[config.mk]
export PLATFORM = sky130hd
export DESIGN_NAME = uart_rx_os
export DESIGN_NICKNAME = d
export VERILOG_FILES = /design/src/rtl/uart_pkg.sv /design/src/rtl/uart_sync2.sv /design/src/rtl/uart_rx_os.sv
export SDC_FILE = /design/constraint.sdc
export NUM_CORES = 1
export LEC_CHECK = 0
export ABC_AREA = 1
export CORE_ASPECT_RATIO = 0.7
export CORE_UTILIZATION = 50
export CTS_BUF_LIST = sky130_fd_sc_hd__clkbuf_4 sky130_fd_sc_hd__clkbuf_8 sky130_fd_sc_hd__clkbuf_16
export DETAILED_ROUTE_END_ITERATION = 7
export PLACE_DENSITY_LB_ADDON = 0.12
export SETUP_SLACK_MARGIN = 0.4
export SLEW_MARGIN = 5
export SYNTH_ARGS = -nofsm -noshare
export SYNTH_HDL_FRONTEND = slang
export SYNTH_SLANG_ARGS = --single-unit
[constraint.sdc]
create_clock -name clk -period 1.67 [get_ports clk]
set_input_delay 0.167 -clock clk [delete_from_list [all_inputs] [get_ports clk]]
set_output_delay 0.167 -clock clk [all_outputs]
set_load 0.1 [all_outputs]
[src/rtl/uart_pkg.sv]
// Shared UART definitions: parity selection constants and receiver state encoding.
package uart_pkg;

    localparam int unsigned PAR_NONE = 0;
    localparam int unsigned PAR_ODD  = 1;
    localparam int unsigned PAR_EVEN = 2;

    typedef enum logic [2:0] {
        RX_IDLE,
        RX_START,
        RX_DATA,
        RX_PARITY,
        RX_STOP
    } rx_state_t;

endpackage

[src/rtl/uart_sync2.sv]
// Two-flop synchroniser for an asynchronous single-bit input, with selectable reset level.
module uart_sync2 #(
    parameter logic RESET_VAL = 1'b1
) (
    input  logic clk,
    input  logic rst,
    input  logic d,
    output logic q
);

    logic meta;

    always_ff @(posedge clk) begin
        if (rst) begin
            meta <= RESET_VAL;
            q    <= RESET_VAL;
        end else begin
            meta <= d;
            q    <= meta;
        end
    end

endmodule

[src/rtl/uart_rx_os.sv]
// Oversampling UART receiver: start-edge detect, glitch rejection, centre sampling,
// optional parity, 1 or 2 stop bits, valid/ready output register with error pulses.
module uart_rx_os
    import uart_pkg::*;
#(
    parameter int unsigned DATA_BITS  = 8,
    parameter int unsigned OVERSAMPLE = 16,
    parameter int unsigned PARITY     = 0,
    parameter int unsigned STOP_BITS  = 1
) (
    input  logic                 clk,
    input  logic                 rst,
    input  logic                 tick,
    input  logic                 rx,
    output logic [DATA_BITS-1:0] dout,
    output logic                 dout_vld,
    input  logic                 dout_rdy,
    output logic                 parity_err,
    output logic                 frame_err,
    output logic                 overrun
);

    localparam int unsigned TW = $clog2(OVERSAMPLE);
    localparam int unsigned BW = $clog2(DATA_BITS);

    localparam logic [TW-1:0] HALF_M1   = TW'(OVERSAMPLE / 2 - 1);
    localparam logic [TW-1:0] FULL_M1   = TW'(OVERSAMPLE - 1);
    localparam logic [BW-1:0] LAST_DATA = BW'(DATA_BITS - 1);
    localparam logic [BW-1:0] LAST_STOP = BW'(STOP_BITS - 1);

    logic rx_s;

    uart_sync2 #(.RESET_VAL(1'b1)) u_sync (
        .clk (clk),
        .rst (rst),
        .d   (rx),
        .q   (rx_s)
    );

    rx_state_t            state, state_nxt;
    logic [TW-1:0]        tick_ctr, tick_ctr_nxt;
    logic [BW-1:0]        bit_ctr, bit_ctr_nxt;
    logic [DATA_BITS-1:0] shreg, shreg_nxt;
    logic                 par_bad, par_bad_nxt;
    logic                 frm_bad, frm_bad_nxt;
    logic                 rx_prev, rx_prev_nxt;
    logic [DATA_BITS-1:0] dout_nxt;
    logic                 dout_vld_nxt;
    logic                 parity_err_nxt, frame_err_nxt, overrun_nxt;
    logic                 frm_now;

    always_ff @(posedge clk) begin
        if (rst) begin
            state      <= RX_IDLE;
            tick_ctr   <= '0;
            bit_ctr    <= '0;
            shreg      <= '0;
            par_bad    <= 1'b0;
            frm_bad    <= 1'b0;
            rx_prev    <= 1'b1;
            dout       <= '0;
            dout_vld   <= 1'b0;
            parity_err <= 1'b0;
            frame_err  <= 1'b0;
            overrun    <= 1'b0;
        end else begin
            state      <= state_nxt;
            tick_ctr   <= tick_ctr_nxt;
            bit_ctr    <= bit_ctr_nxt;
            shreg      <= shreg_nxt;
            par_bad    <= par_bad_nxt;
            frm_bad    <= frm_bad_nxt;
            rx_prev    <= rx_prev_nxt;
            dout       <= dout_nxt;
            dout_vld   <= dout_vld_nxt;
            parity_err <= parity_err_nxt;
            frame_err  <= frame_err_nxt;
            overrun    <= overrun_nxt;
        end
    end

    always_comb begin
        state_nxt      = state;
        tick_ctr_nxt   = tick_ctr;
        bit_ctr_nxt    = bit_ctr;
        shreg_nxt      = shreg;
        par_bad_nxt    = par_bad;
        frm_bad_nxt    = frm_bad;
        rx_prev_nxt    = rx_prev;
        dout_nxt       = dout;
        dout_vld_nxt   = dout_vld & ~dout_rdy;
        parity_err_nxt = 1'b0;
        frame_err_nxt  = 1'b0;
        overrun_nxt    = 1'b0;
        frm_now        = 1'b0;

        if (tick) begin
            // rx_prev follows every tick, so the STOP->IDLE return sees the stop sample
            rx_prev_nxt  = rx_s;
            tick_ctr_nxt = tick_ctr + 1'b1;
            case (state)
                RX_IDLE: begin
                    tick_ctr_nxt = '0;
                    if (rx_prev && !rx_s) begin
                        state_nxt   = RX_START;
                        bit_ctr_nxt = '0;
                        par_bad_nxt = 1'b0;
                        frm_bad_nxt = 1'b0;
                    end
                end
                RX_START: begin
                    if (tick_ctr == HALF_M1) begin
                        tick_ctr_nxt = '0;
                        state_nxt    = rx_s ? RX_IDLE : RX_DATA;
                    end
                end
                RX_DATA: begin
                    if (tick_ctr == FULL_M1) begin
                        tick_ctr_nxt = '0;
                        shreg_nxt    = {rx_s, shreg[DATA_BITS-1:1]};
                        if (bit_ctr == LAST_DATA) begin
                            bit_ctr_nxt = '0;
                            state_nxt   = (PARITY != PAR_NONE) ? RX_PARITY : RX_STOP;
                        end else begin
                            bit_ctr_nxt = bit_ctr + 1'b1;
                        end
                    end
                end
                RX_PARITY: begin
                    if (tick_ctr == FULL_M1) begin
                        tick_ctr_nxt = '0;
                        par_bad_nxt  = (PARITY == PAR_ODD) ? ~(^shreg ^ rx_s) : (^shreg ^ rx_s);
                        state_nxt    = RX_STOP;
                    end
                end
                RX_STOP: begin
                    if (tick_ctr == FULL_M1) begin
                        tick_ctr_nxt = '0;
                        frm_now      = frm_bad | ~rx_s;
                        if (bit_ctr == LAST_STOP) begin
                            state_nxt   = RX_IDLE;
                            bit_ctr_nxt = '0;
                            if (frm_now) begin
                                frame_err_nxt = 1'b1;
                            end else if (par_bad) begin
                                parity_err_nxt = 1'b1;
                            end else if (!dout_vld || dout_rdy) begin
                                dout_nxt     = shreg;
                                dout_vld_nxt = 1'b1;
                            end else begin
                                overrun_nxt = 1'b1;
                            end
                        end else begin
                            frm_bad_nxt = frm_now;
                            bit_ctr_nxt = bit_ctr + 1'b1;
                        end
                    end
                end
                default: state_nxt = RX_IDLE;
            endcase
        end
    end

endmodule
==> out/metrics.csv <==
stage;metric;value;unit
status;status;complete, no violations;
floorplanning;chip height;50.7;µm
synth;cell taking the most area after synthesis;dfxtp_1;
sta;Setup Skew;0.00408;ns
critical_path;Setup Crit Path Kind;reg2reg;
floorplanning;die width;71.6;µm
global_routing;pin count of the biggest net entering global routing;21;
critical_path;crit-path max FO;6;
route;first-iteration detailed-routing DRC count;149;
worst_hold_path;worst hold endpoint;u_sync.q;
floorplanning;die area;0.00363;mm²
clock_tree;CTS tree;yes;
route;via count;1650;
synth;Seq/Total Area, Yosys;0.413;
floorplanning;# IOs;17;
clock_tree;Root Buffer;clkbuf_8;
synth;Yosys reg bits;35;
final_layout;most common cell after layout, fill and taps aside;nand2_1;
sta;final hold vios;0;
worst_hold_path;HP Class;reg2reg;
synth;average size of a mapped cell;6.95;µm²
synth;Post-Syn Instances;244;
placement;I/O Buffers;16;
clock_tree;Clock Latency Late Sink;0.28;ns
clock_tree;Hold-fix buffers, CTS;0;
critical_path;CP endpoint kind;flip-flop;
critical_path;Worst R2R Path Depth;7;
pwr;Power per Cell Area;682;mW/mm²
sta;Fmax achieved;675;MHz
route;DR vias/cell;5.21;
pwr;leakage;1.01;nW
synth;post-synthesis net count;253;
final_layout;Layout Nets;288;
placement;placed instance area;0.00193;mm²
critical_path;R2R Setup Slk;0.19;ns
sta;fin. max-slew vios;0;
route;drt pass-1 iters;4;
synth;Synth top area share;0.413;
clock_tree;CTS Sinks;35;
floorplanning;Initial Util;0.532;
final_layout;utilization after layout;0.729;
critical_path;worst reg2reg path endpoint;dout[7];
run;number of max-cap violations;0;
sta;RSZ-0062 raised after global routing;yes;
synth;post-synth cell types;25;
worst_hold_path;hold depth;1;
global_routing;first-pass GRT wire length;6530;µm
route;DR WL/cell;13.3;µm
route;routed wire length;4230;µm
final_layout;layout cell share with drive strength beyond 1;0.344;
route;post-route ant nets;0;
sta;Slew @ Worst Pin;0.554;ns
placement;post-DP HPWL;2560;µm
global_routing;aggregate global-route resource usage;0.234;
synth;synth warn;0;
floorplanning;std cell rows;17;
critical_path;Worst setup SP type;flip-flop;
sta;setup_tns;0;ns
sta;fin crit share;0.887;
clock_tree;CTS Buffer Depth;2;
pwr;peak supply drop;0.608;mV
sta;Worst slew margin;0.630;
critical_path;Reg-to-Reg Start;tick_ctr[0];
pwr;Tot Pwr;1.59;mW
sta;final setup violating endpoints;0;
placement;placer congestion estimate;0.928;
clock_tree;Clock H-tree levels;2;
final_layout;Syn-to-layout area delta;37.0;%
synth;Post-Syn Area;0.00170;mm²
floorplanning;core area;0.00319;mm²
final_layout;Filler Cells Inserted;253;
route;DRC;0;
final_layout;post-route cell area;0.00232;mm²
critical_path;WP data arrival;1.70;ns
sta;Hold Slack;0.416;ns
global_routing;initial antenna violation count;0;
final_layout;most frequent cells in the layout;nand2_1 (51), dfxtp_1 (28), buf_4 (28), inv_1 (26), nor2_1 (20);
worst_hold_path;Worst Min Path Start;u_sync.meta;
global_routing;GR Overflow Total;0;
clock_tree;Num CTS Buffers;5;
clock_tree;Clk pin slew, worst setup/hold paths;0.07;ns
critical_path;CP required;1.89;ns
global_routing;vias in the first global route;1403;
sta;Final min period;1.48;ns
final_layout;Diodes inserted;0;
synth;synth top area cells;dfxtp_1 (41%), nand2_1 (13%), a21oi_1 (7.4%), inv_1 (6.0%), nor2_1 (5.8%);
worst max-delay path, stage by stage, from the launching register on:
cell and delay (ns):
dfxtp_2 0.35, ha_4 0.15, nand3_4 0.09, nor2_4 0.13, nor3b_4 0.31, buf_6 0.19
nand3_2 0.08, a21oi_2 0.13
repair_timing:
action | 4_1_cts | 5_1_grt
pin swaps | 18 | 8
endpoints found under the setup margin | 30 | 30
resized for setup | 40 | 26
buffers inserted | 9 | 3
endpoints found under the hold margin | 0 | 0
logic make-up after synthesis:
| family | count (synthesis) | share of synthesized area |
|---|---|---|
| simple gates | 127 | 0.337 |
| compound gates | 37 | 0.111 |
| buf+inv | 35 | 0.0789 |
| flops | 35 | 0.413 |
| xor+xnor | 6 | 0.0310 |
| fa+ha+maj | 4 | 0.0295 |
metrics by stage:
stage	cells	setup slack, ns
2_1_floorplan	244	0.202
3_3_place_gp	298	0.142
3_5_place_dp	298	0.0746
4_1_cts	314	0.222
5_1_grt	317	0.0732
6_report	317	0.189
cell usage after synthesis, drive strengths merged:
library cell / n
a21boi: 1
a21oi: 25
and3: 2
buf: 2
clkbuf: 4
dfxtp: 35
ha: 4
inv: 29
nand2: 61
nand3: 19
nand4: 5
nor2: 28
nor3: 7
nor3b: 1
nor4: 1
o21ai: 11
or2: 3
xnor2: 2
xor2: 4
area by class of cell:
class	count	area, µm²	area share
sequential	35	714	0.307
clock buffer	6	82.6	0.0355
inverter	29	116	0.0501
clock inverter	1	5.00	0.00215
multi-input combinational	174	1090	0.467
tap	38	47.5	0.0205
timing repair buffer	34	273	0.117
how the worst max path moves through the flow:
stage                            from    endpoint  slack [ns]  cells after the start
after global placement           tick     dout[3]        0.14                      7
after global routing      tick_ctr[0]  bit_ctr[1]        0.07                      8
final                     tick_ctr[0]     dout[7]        0.19                      7
after floorplan           tick_ctr[1]     dout[0]        0.20                      7
after detailed placement         tick     dout[2]        0.07                      7
after CTS                 tick_ctr[0]     dout[7]        0.22                      7
flip-flops by register name, indices dropped and copies added, names as in the netlist:
name,flops
parity_err,1
state,3
u_sync.q,1
frm_bad,1
rx_prev,1
par_bad,1
overrun,1
dout_vld,1
bit_ctr,3
frame_err,1
shreg,8
u_sync.meta,1
tick_ctr,4
dout,8
where the power goes:
part | total (mW) | switching, mW | leakage (nW) | internal [mW]
sequential | 0.850 | 0.00809 | 0.286 | 0.842
combinational | 0.112 | 0.0684 | 0.676 | 0.0432
clock | 0.624 | 0.301 | 0.0470 | 0.324
routing by layer:
layer  vias to the layer above  global-route usage  share of wire
met5                         -                   0              0
met2                        39               0.335           0.44
li1                        856                   -              -
met1                       752               0.352           0.52
met4                         0              0.0588         0.0040
met3                         3              0.0542          0.036
Note: power is estimated with default switching activity, not from simulation.
